$ cat src/rtl/mem_bus_ctrl.sv
// Bus-side memory controller for the 6502 core: byte read/write and 16-bit little-endian word
// reads against a registered-read memory, with programmable wait states per byte access.
module mem_bus_ctrl #(
   parameter int unsigned ADDR_WIDTH  = 16,
   parameter int unsigned DATA_WIDTH  = 8,
   parameter int unsigned WAIT_STATES = 0
) (
   input  logic                    clk,
   input  logic                    resetn,
   input  logic                    i_req_valid,
   output logic                    o_req_ready,
   input  logic                    i_req_write,
   input  logic                    i_req_word,
   input  logic                    i_req_page_wrap,
   input  logic [ADDR_WIDTH-1:0]   i_req_addr,
   input  logic [DATA_WIDTH-1:0]   i_req_wdata,
   output logic                    o_rsp_valid,
   output logic [2*DATA_WIDTH-1:0] o_rsp_rdata,
   output logic                    o_mem_enable,
   output logic [ADDR_WIDTH-1:0]   o_mem_address,
   output logic                    o_mem_wr_enable,
   output logic [DATA_WIDTH-1:0]   o_mem_wr_data,
   input  logic [DATA_WIDTH-1:0]   i_mem_rd_data
);

   typedef enum logic [1:0] {StIdle, StAccLo, StAccHi} state_e;

   localparam logic [4:0] CntLast = 5'(WAIT_STATES + 1);

   state_e                  r_state, w_state_next;
   logic [4:0]              r_cnt;
   logic [ADDR_WIDTH-1:0]   r_addr;
   logic                    r_write;
   logic                    r_word;
   logic                    r_page_wrap;
   logic [DATA_WIDTH-1:0]   r_lo;

   logic                    w_accept;
   logic                    w_last;
   logic [ADDR_WIDTH-1:0]   w_hi_addr;

   always_ff @(posedge clk) begin
      if (!resetn) r_state <= StIdle;
      else         r_state <= w_state_next;
   end

   always_comb begin
      w_state_next = r_state;
      unique case (r_state)
         StIdle:  if (w_accept) w_state_next = StAccLo;
         StAccLo: if (w_last) w_state_next = r_word ? StAccHi : StIdle;
         StAccHi: if (w_last) w_state_next = StIdle;
         default: w_state_next = StIdle;
      endcase
   end

   always_comb begin
      o_req_ready = (r_state == StIdle) && resetn;
      w_accept    = o_req_ready && i_req_valid;
      w_last      = (r_state != StIdle) && (r_cnt == CntLast);
      // Page wrap keeps the high address byte and rolls only the low byte.
      w_hi_addr   = r_page_wrap ? {r_addr[ADDR_WIDTH-1:8], r_addr[7:0] + 8'd1}
                                : r_addr + ADDR_WIDTH'(1);
   end

   always_ff @(posedge clk) begin
      if (!resetn) begin
         r_cnt           <= '0;
         r_addr          <= '0;
         r_write         <= 1'b0;
         r_word          <= 1'b0;
         r_page_wrap     <= 1'b0;
         r_lo            <= '0;
         o_rsp_valid     <= 1'b0;
         o_rsp_rdata     <= '0;
         o_mem_enable    <= 1'b0;
         o_mem_address   <= '0;
         o_mem_wr_enable <= 1'b0;
         o_mem_wr_data   <= '0;
      end else begin
         o_rsp_valid <= 1'b0;
         if (w_accept) begin
            r_addr          <= i_req_addr;
            r_write         <= i_req_write;
            r_word          <= i_req_word & ~i_req_write;
            r_page_wrap     <= i_req_page_wrap;
            r_cnt           <= '0;
            o_mem_enable    <= 1'b1;
            o_mem_address   <= i_req_addr;
            o_mem_wr_enable <= i_req_write;
            o_mem_wr_data   <= i_req_wdata;
         end else if (r_state != StIdle) begin
            if (!w_last) begin
               r_cnt <= r_cnt + 5'd1;
            end else if (r_state == StAccLo && r_word) begin
               // Low byte of a word read: keep the bus enabled and move to the high byte.
               r_cnt         <= '0;
               r_lo          <= i_mem_rd_data;
               o_mem_address <= w_hi_addr;
            end else begin
               r_cnt           <= '0;
               o_mem_enable    <= 1'b0;
               o_mem_wr_enable <= 1'b0;
               o_rsp_valid     <= 1'b1;
               if (r_write) begin
                  o_rsp_rdata <= '0;
               end else if (r_state == StAccHi) begin
                  o_rsp_rdata <= {i_mem_rd_data, r_lo};
               end else begin
                  r_lo        <= i_mem_rd_data;
                  o_rsp_rdata <= {{DATA_WIDTH{1'b0}}, i_mem_rd_data};
               end
            end
         end
      end
   end

endmodule

$ cat config.mk
export PLATFORM = sky130hd
export DESIGN_NAME = mem_bus_ctrl
export DESIGN_NICKNAME = d
export VERILOG_FILES = /design/src/rtl/mem_bus_ctrl.sv
export SDC_FILE = /design/constraint.sdc
export NUM_CORES = 1
export LEC_CHECK = 0
export BUFFER_PORTS_ARGS = -buffer_cell sky130_fd_sc_hd__buf_2
export CAP_MARGIN = 30
export CORE_MARGIN = 2
export CORE_UTILIZATION = 50
export DETAILED_ROUTE_END_ITERATION = 7
export PLACE_DENSITY_LB_ADDON = 0.2
export SLEW_MARGIN = 20
export SYNTH_ARGS = -nofsm -noshare
export SYNTH_HDL_FRONTEND = slang
export SYNTH_SLANG_ARGS = --single-unit
$ cat constraint.sdc
create_clock -name clk -period 5 [get_ports clk]
set_input_delay 0.25 -clock clk [delete_from_list [all_inputs] [get_ports clk]]
set_output_delay 0.25 -clock clk [all_outputs]
set_load 0.02 [all_outputs]
==> metrics.cfg <==
[status]
outcome = complete, no violations

[route]
dr.pass1.iters = 4
routed_via_density = 5.36
wire_per_inst_um = 14.4
drc = 0
ant_nets = 0
wl_mm = 7.71
via_count = 2871
drtIter0Drc = 108

[synthesis]
synth_cells = 381
synthArstFlopShare_pct = 0
synth-seq-cells = 77
synth_top_area_cell = dfxtp_1
yosys.cell_types.count = 46
yosysMostFrequentCell = dfxtp_1
synth_ff_type = dfxtp_1
avgSynthCellArea_um2 = 8.44
synth_commonest_cells = dfxtp_1 (77), nand2_1 (76), a21oi_1 (40), nor2_1 (38), nand3_1 (23)
yosys_warnings = 0
synth-edff-count = 0
yosys.area.top_type_share_pct = 47.9
ys_seq_area_share_pct = 47.9
synth_fp_nets = 422
synthTopCellsByArea = dfxtp_1 (48%), nand2_1 (8.9%), a21oi_1 (6.2%), mux2i_1 (5.0%), nor2_1 (4.4%)
synth_area_um2 = 3220

[worst_setup_path]
critical-path-max-stage-delay_ns = 0.52
endpoint = o_rsp_rdata[0]
cp_max_fo = 27
rrSetupSlack_ns = 2.89
worst-path-buf-inv = 0
cp.depth = 6
path_cells = ha_1, nor4b_4, nand3_2, nor3_1, a21oi_1, nor2_1
cp-start-kind = flip-flop
endpoint_kind = flip-flop
worst_ep_arrival_time_ns = 2.38
crit_family = simple AND/OR/NAND/NOR gates
r2r-end = o_rsp_rdata[0]
worstPathRequired_ns = 5.27
r2r-start = r_cnt[0]
startpoint = r_cnt[0]
path_class = flip-flop to flip-flop
rr_worst_depth = 6
slowest_stage = nand3_2

[floorplanning]
die_y_um = 84.2
fp.dieArea_um2 = 7090
initial_core_util_pct = 51.2
core_um2 = 6280
ioPinCount = 82
die_w_um = 84.2
rows = 29

[clocking]
postCtsHoldBufs = 0
cts_resized = 0
clk_latency_ns = 0.34
cts_max_level = 3
cts_tree = yes
clock_path_buffers = 2
clk_pin_slew_ns = 0.08
numCtsBuffers = 9
clock_sinks = 77
cts_setup_buffers = 0
cts-root-buf = clkbuf_8

[power]
ir_drop_v = 0.000245
p_leak_nw = 1.69
power_mw = 1.29
power_density_nw_per_um2 = 334

[flow_run]
cap_viol_max_count = 0

[sta]
worst-slew-pin-transition_ns = 0.614
drv_slew = 0
slew_headroom_pct = 59.1
hold_viol_final = 0
setup_viol = 0
max_freq_mhz = 474
fin_crit_ns = 2.11
hold-worst-slack_ns = 0.0919
fin_tns_setup_ns = 0
rsz0062_at_grt = false
fin_crit_sh_pct = 42.2
finalClockSkew_ns = 0.00916

[cells_and_area]
layout-drive-gt1-share_pct = 23.5
fin_nets = 495
area_delta_synth_final_pct = 20.0
diodes = 0
final_cells = 536

[grt]
gr-total-overflow = 0
grt_usage_pct = 22.4
antenna_found_initial = 0
grt_pass1_wl_mm = 12.8
grt_max_degree = 50
first_global_vias = 2763

[placed_design]
dpl.hpwl_mm = 5.32
port_buffers = 81
place_congestion = 0.786
dp.cells = 520

[worst_hold_path]
hp-class = primary input to flip-flop

-- registers in the layout, indices dropped and copies added, names as in the netlist --
| name | count |
|---|---|
| r_lo | 8 |
| o_rsp_valid | 1 |
| o_mem_wr_enable | 1 |
| o_mem_wr_data | 8 |
| r_page_wrap | 1 |
| r_write | 1 |
| o_mem_enable | 1 |
| r_cnt | 5 |
| r_addr | 16 |
| r_state | 2 |
| o_mem_address | 16 |
| r_word | 1 |
| o_rsp_rdata | 16 |
-- area by class of cell --
cell class / instances / area [um^2]
timing repair buffer: 84 / 435
sequential: 77 / 1540
inverter: 5 / 18.8
multi-input combinational: 277 / 1560
clock buffer: 12 / 165
fill: 578 / 2420
clock inverter: 4 / 45.0
tap: 77 / 96.3
-- placed cells by master (no fill, tap or decap), drive strengths merged, types with 3 or more instances in the layout --
| master | count |
|---|---|
| xor2 | 7 |
| xnor2 | 10 |
| nand3 | 24 |
| mux2i | 16 |
| nor2 | 38 |
| clkinv | 3 |
| o21ai | 7 |
| nor3 | 12 |
| nor4 | 3 |
| a21oi | 41 |
| o221ai | 7 |
| inv | 5 |
| nand2 | 77 |
| clkbuf | 12 |
| nand4 | 5 |
| ha | 3 |
| buf | 84 |
| dfxtp | 77 |
-- per-layer routing --
metal,vias up,GRT usage [%],share of wire (%)
met3,7,6.39,5.5
li1,1448,-,-
met1,1342,28.3,46
met4,0,7.77,0.93
met5,-,0,0
met2,74,36.7,48
-- how the worst min path moves through the flow --
stage	startpoint	cells after the start	end	slack, ns
finish	i_req_wdata[2]	3	o_mem_wr_data[2]	0.09
global route	i_req_wdata[3]	3	o_mem_wr_data[3]	0.09
CTS	i_req_wdata[5]	3	o_mem_wr_data[5]	0.08
detailed placement	i_req_wdata[2]	3	o_mem_wr_data[2]	0.44
global placement	i_req_wdata[6]	3	o_mem_wr_data[6]	0.44
floorplan	i_req_wdata[0]	2	o_mem_wr_data[0]	0.35
-- cell families after synthesis --
group,share of synthesized area [%]
buffers and inverters,3.62
AOI/OAI and AO/OA,12.5
muxes,4.98
xor gates and xnor gates,4.63
adders and majority gates,1.17
and+or+nand+nor,25.2
DFF,47.9
-- power by group --
part           leakage, nW  switching (mW)  internal [mW]
registers            0.628          0.0234          0.641
logic                0.948          0.0841         0.0521
clock network        0.112           0.218          0.269
-- stage by stage --
stage	cell area [um^2]	util, %	setup slack (ns)
final	3860	61.5	2.89
after global routing	3860	61.5	2.67
after CTS	3860	61.5	2.89
after detailed placement	3650	58.1	2.78
after global placement	3630	57.9	2.50
after floorplan	3220	-	3.35
-- worst min-delay path, cell delays in order --
cell     delay [ns]
buf_2          0.08
nand2_1        0.04
nand2_1        0.04
Note: power is estimated with default switching activity, not from simulation.
